**src/rtl/riscv_axi_pkg.sv**
```systemverilog
// Shared AXI4-Lite definitions for the CPU-side bus master: response codes,
// FSM state encoding and a response classification helper.
package riscv_axi_pkg;

    localparam logic [1:0] AXI_RESP_OKAY   = 2'b00;
    localparam logic [1:0] AXI_RESP_EXOKAY = 2'b01;
    localparam logic [1:0] AXI_RESP_SLVERR = 2'b10;
    localparam logic [1:0] AXI_RESP_DECERR = 2'b11;

    localparam logic [2:0] ST_IDLE  = 3'd0;
    localparam logic [2:0] ST_WRITE = 3'd1;
    localparam logic [2:0] ST_WRESP = 3'd2;
    localparam logic [2:0] ST_READ  = 3'd3;
    localparam logic [2:0] ST_RDATA = 3'd4;

    typedef enum logic [2:0] {
        IDLE  = ST_IDLE,
        WRITE = ST_WRITE,
        WRESP = ST_WRESP,
        READ  = ST_READ,
        RDATA = ST_RDATA
    } axi_state_e;

    // Anything other than OKAY (including EXOKAY, meaningless on AXI-Lite) is an error.
    function automatic logic resp_is_err(input logic [1:0] resp);
        case (resp)
            AXI_RESP_OKAY:                                   resp_is_err = 1'b0;
            AXI_RESP_EXOKAY, AXI_RESP_SLVERR, AXI_RESP_DECERR: resp_is_err = 1'b1;
            default:                                         resp_is_err = 1'b1;
        endcase
    endfunction

endpackage

```
**src/rtl/riscv_axi_lite_master.sv**
```systemverilog
// Single-outstanding AXI4-Lite initiator: turns one CPU valid/ready request into an
// AXI-Lite read or write and returns a one-cycle response pulse with data and error flag.
module riscv_axi_lite_master
    import riscv_axi_pkg::*;
#(
    parameter int ADDR_W = 14,
    parameter int DATA_W = 32
) (
    input  logic                  riscv_cpu_clk,
    input  logic                  riscv_cpu_reset_n,
    input  logic                  req_valid,
    output logic                  req_ready,
    input  logic                  req_we,
    input  logic [ADDR_W-1:0]     req_addr,
    input  logic [DATA_W-1:0]     req_wdata,
    input  logic [DATA_W/8-1:0]   req_wstrb,
    output logic                  resp_valid,
    output logic [DATA_W-1:0]     resp_rdata,
    output logic                  resp_err,
    output logic [ADDR_W-1:0]     m_axi_awaddr,
    output logic                  m_axi_awvalid,
    input  logic                  m_axi_awready,
    output logic [DATA_W-1:0]     m_axi_wdata,
    output logic [DATA_W/8-1:0]   m_axi_wstrb,
    output logic                  m_axi_wvalid,
    input  logic                  m_axi_wready,
    input  logic [1:0]            m_axi_bresp,
    input  logic                  m_axi_bvalid,
    output logic                  m_axi_bready,
    output logic [ADDR_W-1:0]     m_axi_araddr,
    output logic                  m_axi_arvalid,
    input  logic                  m_axi_arready,
    input  logic [DATA_W-1:0]     m_axi_rdata,
    input  logic [1:0]            m_axi_rresp,
    input  logic                  m_axi_rvalid,
    output logic                  m_axi_rready
);

    axi_state_e            state_q, state_d;
    logic                  req_ready_q, req_ready_d;
    logic [ADDR_W-1:0]     awaddr_q, awaddr_d;
    logic                  awvalid_q, awvalid_d;
    logic [DATA_W-1:0]     wdata_q, wdata_d;
    logic [DATA_W/8-1:0]   wstrb_q, wstrb_d;
    logic                  wvalid_q, wvalid_d;
    logic                  bready_q, bready_d;
    logic [ADDR_W-1:0]     araddr_q, araddr_d;
    logic                  arvalid_q, arvalid_d;
    logic                  rready_q, rready_d;
    logic                  resp_valid_q, resp_valid_d;
    logic [DATA_W-1:0]     resp_rdata_q, resp_rdata_d;
    logic                  resp_err_q, resp_err_d;
    logic                  aw_done_q, aw_done_d;
    logic                  w_done_q, w_done_d;

    always_comb begin
        state_d      = state_q;
        req_ready_d  = req_ready_q;
        awaddr_d     = awaddr_q;
        awvalid_d    = awvalid_q;
        wdata_d      = wdata_q;
        wstrb_d      = wstrb_q;
        wvalid_d     = wvalid_q;
        bready_d     = bready_q;
        araddr_d     = araddr_q;
        arvalid_d    = arvalid_q;
        rready_d     = rready_q;
        resp_valid_d = 1'b0;
        resp_rdata_d = resp_rdata_q;
        resp_err_d   = resp_err_q;
        aw_done_d    = aw_done_q;
        w_done_d     = w_done_q;

        case (state_q)
            IDLE: begin
                if (req_valid && req_ready_q) begin
                    req_ready_d = 1'b0;
                    aw_done_d   = 1'b0;
                    w_done_d    = 1'b0;
                    if (req_we) begin
                        state_d   = WRITE;
                        awaddr_d  = req_addr;
                        wdata_d   = req_wdata;
                        wstrb_d   = req_wstrb;
                        awvalid_d = 1'b1;
                        wvalid_d  = 1'b1;
                    end else begin
                        state_d   = READ;
                        araddr_d  = req_addr;
                        arvalid_d = 1'b1;
                    end
                end
            end
            WRITE: begin
                // AW and W complete independently; the sticky bits remember which is done.
                if (awvalid_q && m_axi_awready) begin
                    awvalid_d = 1'b0;
                    aw_done_d = 1'b1;
                end
                if (wvalid_q && m_axi_wready) begin
                    wvalid_d = 1'b0;
                    w_done_d = 1'b1;
                end
                if (aw_done_d && w_done_d) begin
                    state_d  = WRESP;
                    bready_d = 1'b1;
                end
            end
            WRESP: begin
                if (m_axi_bvalid && bready_q) begin
                    state_d      = IDLE;
                    bready_d     = 1'b0;
                    req_ready_d  = 1'b1;
                    resp_valid_d = 1'b1;
                    resp_rdata_d = '0;
                    resp_err_d   = resp_is_err(m_axi_bresp);
                end
            end
            READ: begin
                if (m_axi_arready) begin
                    state_d   = RDATA;
                    arvalid_d = 1'b0;
                    rready_d  = 1'b1;
                end
            end
            RDATA: begin
                if (m_axi_rvalid && rready_q) begin
                    state_d      = IDLE;
                    rready_d     = 1'b0;
                    req_ready_d  = 1'b1;
                    resp_valid_d = 1'b1;
                    resp_rdata_d = m_axi_rdata;
                    resp_err_d   = resp_is_err(m_axi_rresp);
                end
            end
            default: begin
                state_d     = IDLE;
                req_ready_d = 1'b1;
                awvalid_d   = 1'b0;
                wvalid_d    = 1'b0;
                arvalid_d   = 1'b0;
                bready_d    = 1'b0;
                rready_d    = 1'b0;
            end
        endcase
    end

    always_ff @(posedge riscv_cpu_clk or negedge riscv_cpu_reset_n) begin
        if (!riscv_cpu_reset_n) begin
            state_q      <= IDLE;
            req_ready_q  <= 1'b1;
            awaddr_q     <= '0;
            awvalid_q    <= 1'b0;
            wdata_q      <= '0;
            wstrb_q      <= '0;
            wvalid_q     <= 1'b0;
            bready_q     <= 1'b0;
            araddr_q     <= '0;
            arvalid_q    <= 1'b0;
            rready_q     <= 1'b0;
            resp_valid_q <= 1'b0;
            resp_rdata_q <= '0;
            resp_err_q   <= 1'b0;
            aw_done_q    <= 1'b0;
            w_done_q     <= 1'b0;
        end else begin
            state_q      <= state_d;
            req_ready_q  <= req_ready_d;
            awaddr_q     <= awaddr_d;
            awvalid_q    <= awvalid_d;
            wdata_q      <= wdata_d;
            wstrb_q      <= wstrb_d;
            wvalid_q     <= wvalid_d;
            bready_q     <= bready_d;
            araddr_q     <= araddr_d;
            arvalid_q    <= arvalid_d;
            rready_q     <= rready_d;
            resp_valid_q <= resp_valid_d;
            resp_rdata_q <= resp_rdata_d;
            resp_err_q   <= resp_err_d;
            aw_done_q    <= aw_done_d;
            w_done_q     <= w_done_d;
        end
    end

    assign req_ready     = req_ready_q;
    assign resp_valid    = resp_valid_q;
    assign resp_rdata    = resp_rdata_q;
    assign resp_err      = resp_err_q;
    assign m_axi_awaddr  = awaddr_q;
    assign m_axi_awvalid = awvalid_q;
    assign m_axi_wdata   = wdata_q;
    assign m_axi_wstrb   = wstrb_q;
    assign m_axi_wvalid  = wvalid_q;
    assign m_axi_bready  = bready_q;
    assign m_axi_araddr  = araddr_q;
    assign m_axi_arvalid = arvalid_q;
    assign m_axi_rready  = rready_q;

endmodule
```
**config.mk**
```make
export PLATFORM = sky130hd
export DESIGN_NAME = riscv_axi_lite_master
export DESIGN_NICKNAME = d
export VERILOG_FILES = /design/src/rtl/riscv_axi_pkg.sv /design/src/rtl/riscv_axi_lite_master.sv
export SDC_FILE = /design/constraint.sdc
export NUM_CORES = 1
export LEC_CHECK = 0
export CELL_PAD_IN_SITES_DETAIL_PLACEMENT = 1
export CELL_PAD_IN_SITES_GLOBAL_PLACEMENT = 1
export CORE_ASPECT_RATIO = 2
export CORE_MARGIN = 1.5
export CORE_UTILIZATION = 36
export DETAILED_ROUTE_END_ITERATION = 12
export PLACE_DENSITY = 0.95
export SLEW_MARGIN = 10
export SYNTH_ARGS = -nofsm -noshare
export SYNTH_HDL_FRONTEND = slang
export SYNTH_SLANG_ARGS = --single-unit
```
**constraint.sdc**
```tcl
create_clock -name riscv_cpu_clk -period 2.9 [get_ports riscv_cpu_clk]
set_input_delay 0.29 -clock riscv_cpu_clk [delete_from_list [all_inputs] [get_ports riscv_cpu_clk]]
set_output_delay 0.29 -clock riscv_cpu_clk [all_outputs]
set_load 0.02 [all_outputs]
```
Word-level counts from Yosys, hierarchy flattened
Index checks and enable logic that the tools add are counted.
Widths: inputs -> output; s select.
Operators by class
  bitwise logic cells: 6
  muxes and demuxes: 44
  equality and inequality tests: 19
  reduce and logical (&&, ||, !) cells: 29
Operators with widths (count)
  $mux 32: 2
  $pmux 32 s2: 1
  $mux 1: 22
  $ne 2x2->1 const B: 9
  $reduce_or 3->1: 6
  $reduce_and 4->1: 4
  $mux 3: 5
  $pmux 1 s3: 5
  $pmux 3 s5: 1
  $reduce_and 3->1: 5
  $pmux 1 s2: 6
  $eq 2x2->1 const B: 4
  $eq 3x2->1 const B: 2
  $logic_and 1x1->1: 6
  $not 1->1: 6
  $reduce_and 5->1: 1
  $eq 2x1->1 const B: 2
  $logic_not 2->1: 2
  $pmux 1 s4: 1
  $reduce_bool 2->1: 2
  $eq 3x1->1 const B: 1
  $eq 3x3->1 const B: 1
  $logic_not 3->1: 1
  $mux 2: 1
  2 further kinds: 2
Word-level totals
  output and inout port bits: 104
  bits of input ports: 95
  flip-flop bits (word level): 109

Logic depth before layout (Yosys ltp)
  depth in word-level cells: 6
  gate-level depth with buffers: 6

Worst setup path before layout
No wires, ideal clock.
  path type: register -> register
  start: register req_ready_q, in the netlist req_ready
  end: register awaddr_q[0], in the netlist m_axi_awaddr[0]
  library setup time: 125 ps
  buffers on the path: 2
  setup slack: 1158 ps
  arrival: 1617 ps
  cell stages (with the launch flop): 6
  path through: dfstp_2 > and4b_1 > nor2b_4 > buf_12 > buf_12 > mux2_4
Between the ends
  word-level cells in the longest chain between the ends: 2
Ends and longest elaborated chain
  start: declaration: line riscv_axi_lite_master.sv:40  | logic req_ready_q, req_ready_d;
  start signal: assignment: line riscv_axi_lite_master.sv:168  | req_ready_q <= req_ready_d;
  $logic_and 1x1->1: line riscv_axi_lite_master.sv:76  | if (req_valid && req_ready_q) begin
  $reduce_and 3->1 (no line)
  end signal: assignment: line riscv_axi_lite_master.sv:169  | awaddr_q <= awaddr_d;
  end: declaration: line riscv_axi_lite_master.sv:41  | logic [ADDR_W-1:0] awaddr_q, awaddr_d;
No other way between the ends.
A chain may end at the register's enable or synchronous reset.

Worst setup path in the final report
  start: register state_q[1]
  end: register wdata_q[26], in the netlist m_axi_wdata[26]
Between the ends
  word-level cells in the longest chain between the ends: 2
Ends and longest elaborated chain
  start: declaration: line riscv_axi_lite_master.sv:39  | axi_state_e state_q, state_d;
  start signal: assignment: line riscv_axi_lite_master.sv:167  | state_q <= state_d;
  $logic_not 3->1: line riscv_axi_lite_master.sv:74  | case (state_q)
  $reduce_and 3->1 (no line)
  end signal: assignment: line riscv_axi_lite_master.sv:171  | wdata_q <= wdata_d;
  end: declaration: line riscv_axi_lite_master.sv:43  | logic [DATA_W-1:0] wdata_q, wdata_d;
No other way between the ends.

==> run_results.csv <==
group,metric,value,unit
cts,postCtsHoldBufs,0,
detailed_routing,routedWlPerCell,21.1,um
detailed_routing,drc,0,
power,p_leak,3.00,nW
power,power_switching,2.49,mW
power,powerDensity,1040,nW/um2
logic_synthesis,syn_inst,280,
detailed_routing,first_iter_violations,104,
sta,drv_slew,0,
logic_synthesis,synth.net_count,375,
final_layout,nets,570,
worst_setup_path,r2r_start,"state_q[1]",
power,p_int,4.60,mW
power,p_total,7.08,mW
sta,fin_tns_setup,0,ns
worst_setup_path,r2r_cells,4,
detailed_routing,dr.pass1.iters,4,
placement,port_buffers,198,
run_status,failed_checks,"negative hold slack",
power,peakVddDrop,427,uV
placement,gp_congestion,0.808,
worst_setup_path,worstPathArrival,2.27,ns
floorplan,fp.coreArea,12200,um2
detailed_routing,viasPerCell,5.00,
power,pwr-share-seq,36.9,%
logic_synthesis,syn_area,4500,um2
cts,cts_tree,"yes",
logic_synthesis,synth_sequential_area_ratio,60.7,%
final_layout,utilization,55.9,%
floorplan,die_x,82.0,um
sta,finalSetupViolCount,0,
floorplan,die_area,13200,um2
final_layout,diodes,0,
sta,hold_slack,-0.0180,ns
sta,clock_skew,0.00746,ns
floorplan,rows,57,
grt,grt_usage,20.7,%
run_status,status,"complete, but fails checks",
cts,clkLatencyLatePin,0.34,ns
cts,clkTransAtPathRegs,0.08,ns
power,netSwitchingFraction,35.1,%
placement,dp_hpwl,10100,um
worst_setup_path,r2r_end,"m_axi_wdata[26]",
grt,grt_overflow,0,
cts,cts_resized,0,
cts,clock_path_buffers,2,
floorplan,initial_core_util,36.9,%
power,p_comb_share,46.5,%
grt,grt_first_pass_wirelength,20100,um
logic_synthesis,synth_edf_count,0,
grt,grt_max_degree,57,
logic_synthesis,ys_seq_elements,109,
floorplan,io_pins,199,
grt,grt_antenna_before_repair,0,
final_layout,layout-drive-gt1-share,17.3,%
detailed_routing,ant_nets,0,
sta,slew_headroom,52.7,%
cts,cts.sinks,109,
sta,period_share,70.5,%
detailed_routing,vias,3137,
cts,htreeDepth,3,
worst_setup_path,crit_type,"reg2reg",
worst_setup_path,crit_fanout,52,
worst_setup_path,crit_path_end_kind,"flip-flop",
logic_synthesis,avgSynthCellArea,16.1,um2
floorplan,fp.dieH,161,um
cts,numCtsBuffers,9,
sta,hold_violations,10,
worst_setup_path,r2r_slack,0.86,ns
logic_synthesis,ys.flop_type,"dfrtp_1",
worst_hold_path,hold_class,"in2async",
grt,grt_pass1_vias,3567,
sta,rsz0062_at_grt,"no",
worst_setup_path,critPathRequiredTime,3.12,ns
logic_synthesis,ys_async_sr_fraction,100,%
sta,post-route-min-period,2.04,ns
worst_setup_path,start_kind,"flip-flop",
cts,post_cts_buffers,0,
logic_synthesis,yosys_warnings,0,
detailed_routing,postRouteWirelength,13200,um
cts,root_buffer,"clkbuf_16",
power,clkPwrFrac,16.6,%
sta,max_clock_freq,489,MHz
job,drv_cap,0,
sta,tightest_slew,0.710,ns
logic_synthesis,yosysUniqueCellTypes,39,
final_layout,syn2layout_area_growth,51.7,%
cell type report:
type | instances | area, um2
Clock buffer | 12 | 256
Clock inverter | 4 | 32.5
Fill cell | 1202 | 5370
Inverter | 6 | 22.5
Multi-Input combinational cell | 147 | 1550
Sequential cell | 109 | 2730
Tap cell | 147 | 184
Timing Repair Buffer | 202 | 2050
layer usage:
layer	vias to the layer above	track usage [%]	wire length [um]	share of wire (%)
met4	0	7.78	333	2.5
met3	25	2.77	525	4.0
met2	107	40.0	7880	60
met5	-	0	0	0
li1	1409	-	-	-
met1	1596	21.4	4500	34
registers in the layout, summed over array words and instances, names as in the netlist:
| register | count |
|---|---|
| resp_rdata | 32 |
| m_axi_awvalid | 1 |
| m_axi_wstrb | 4 |
| state_q | 3 |
| m_axi_arvalid | 1 |
| w_done_q | 1 |
| m_axi_rready | 1 |
| m_axi_araddr | 14 |
| req_ready | 1 |
| m_axi_bready | 1 |
| resp_valid | 1 |
| m_axi_wvalid | 1 |
| aw_done_q | 1 |
| m_axi_wdata | 32 |
| resp_err | 1 |
| m_axi_awaddr | 14 |
worst max-delay path, stage by stage (launching register included):
cell and delay (ns):
dfrtp_1 0.59, or2_1 0.42, nor2b_4 0.17, buf_12 0.35, mux2_2 0.38
metrics by stage:
step	cell area [um2]	hold slack (ns)	std cells	setup slack [ns]
6_report	6820	-0.0180	627	0.856
2_1_floorplan	4500	-0.00559	280	1.16
5_1_grt	6820	0.0280	627	0.763
4_1_cts	6820	0.0178	627	0.863
3_5_place_dp	6530	0.395	611	0.645
3_3_place_gp	6530	0.361	611	0.727
cell families after synthesis:
family,count (synthesis),share of synthesized area [%]
flip-flops,109,60.7
buffers and inverters,24,4.81
multiplexers,66,20.5
AND/OR/NAND/NOR,26,4.09
AO/OA/AOI/OAI,55,9.91
power groups by stage:
stage | sequential [mW] | clock, mW | combinational (mW)
6_report | 2.61 | 1.18 | 3.29
5_1_grt | 2.69 | 1.27 | 3.46
4_1_cts | 2.62 | 1.21 | 3.33
3_5_place_dp | 2.63 | 0 | 3.32
3_3_place_gp | 2.58 | 0 | 3.20
2_1_floorplan | 3.25 | 0 | 1.02
cell usage in the layout (no fill, tap or decap), types with 2 or more instances in the layout:
cell type,instances
a22o_1,33
buf_12,3
nor2b_1,4
o22ai_1,2
a21o_1,3
dfrtp_1,108
mux2_1,9
buf_4,2
clkbuf_16,9
nand2_1,6
a21oi_1,3
clkinv_4,2
clkdlybuf4s50_1,197
inv_1,6
clkinvlp_4,2
o2bb2ai_1,2
mux2_4,48
mux2_2,8
nor2_1,4
o21ai_0,5
nand4b_1,2
clkbuf_8,2
synth_stat cells, drive strengths merged, types with 2 or more instances:
library cell	instances	area share (%)
a21o	3	0.50
a21oi	3	0.33
a22o	33	6.4
buf	17	4.2
dfrtp	108	60
inv	6	0.50
mux2	65	20
nand2	6	0.50
nand4b	3	0.92
nor2	5	0.47
nor2b	5	0.86
nor3	2	0.47
o21ai	5	0.56
o22ai	2	0.28
o2bb2ai	2	0.39
worst max path at each step:
stage                           end  slack (ns)       start
floorplan           m_axi_awaddr[0]        1.16   req_ready
global placement    m_axi_wdata[26]        0.73   req_valid
detailed placement  m_axi_wdata[27]        0.64   req_valid
CTS                 m_axi_wdata[27]        0.86  state_q[1]
global route        m_axi_wdata[26]        0.76  state_q[1]
finish              m_axi_wdata[26]        0.86  state_q[1]
(Power assumes the default switching activity.)
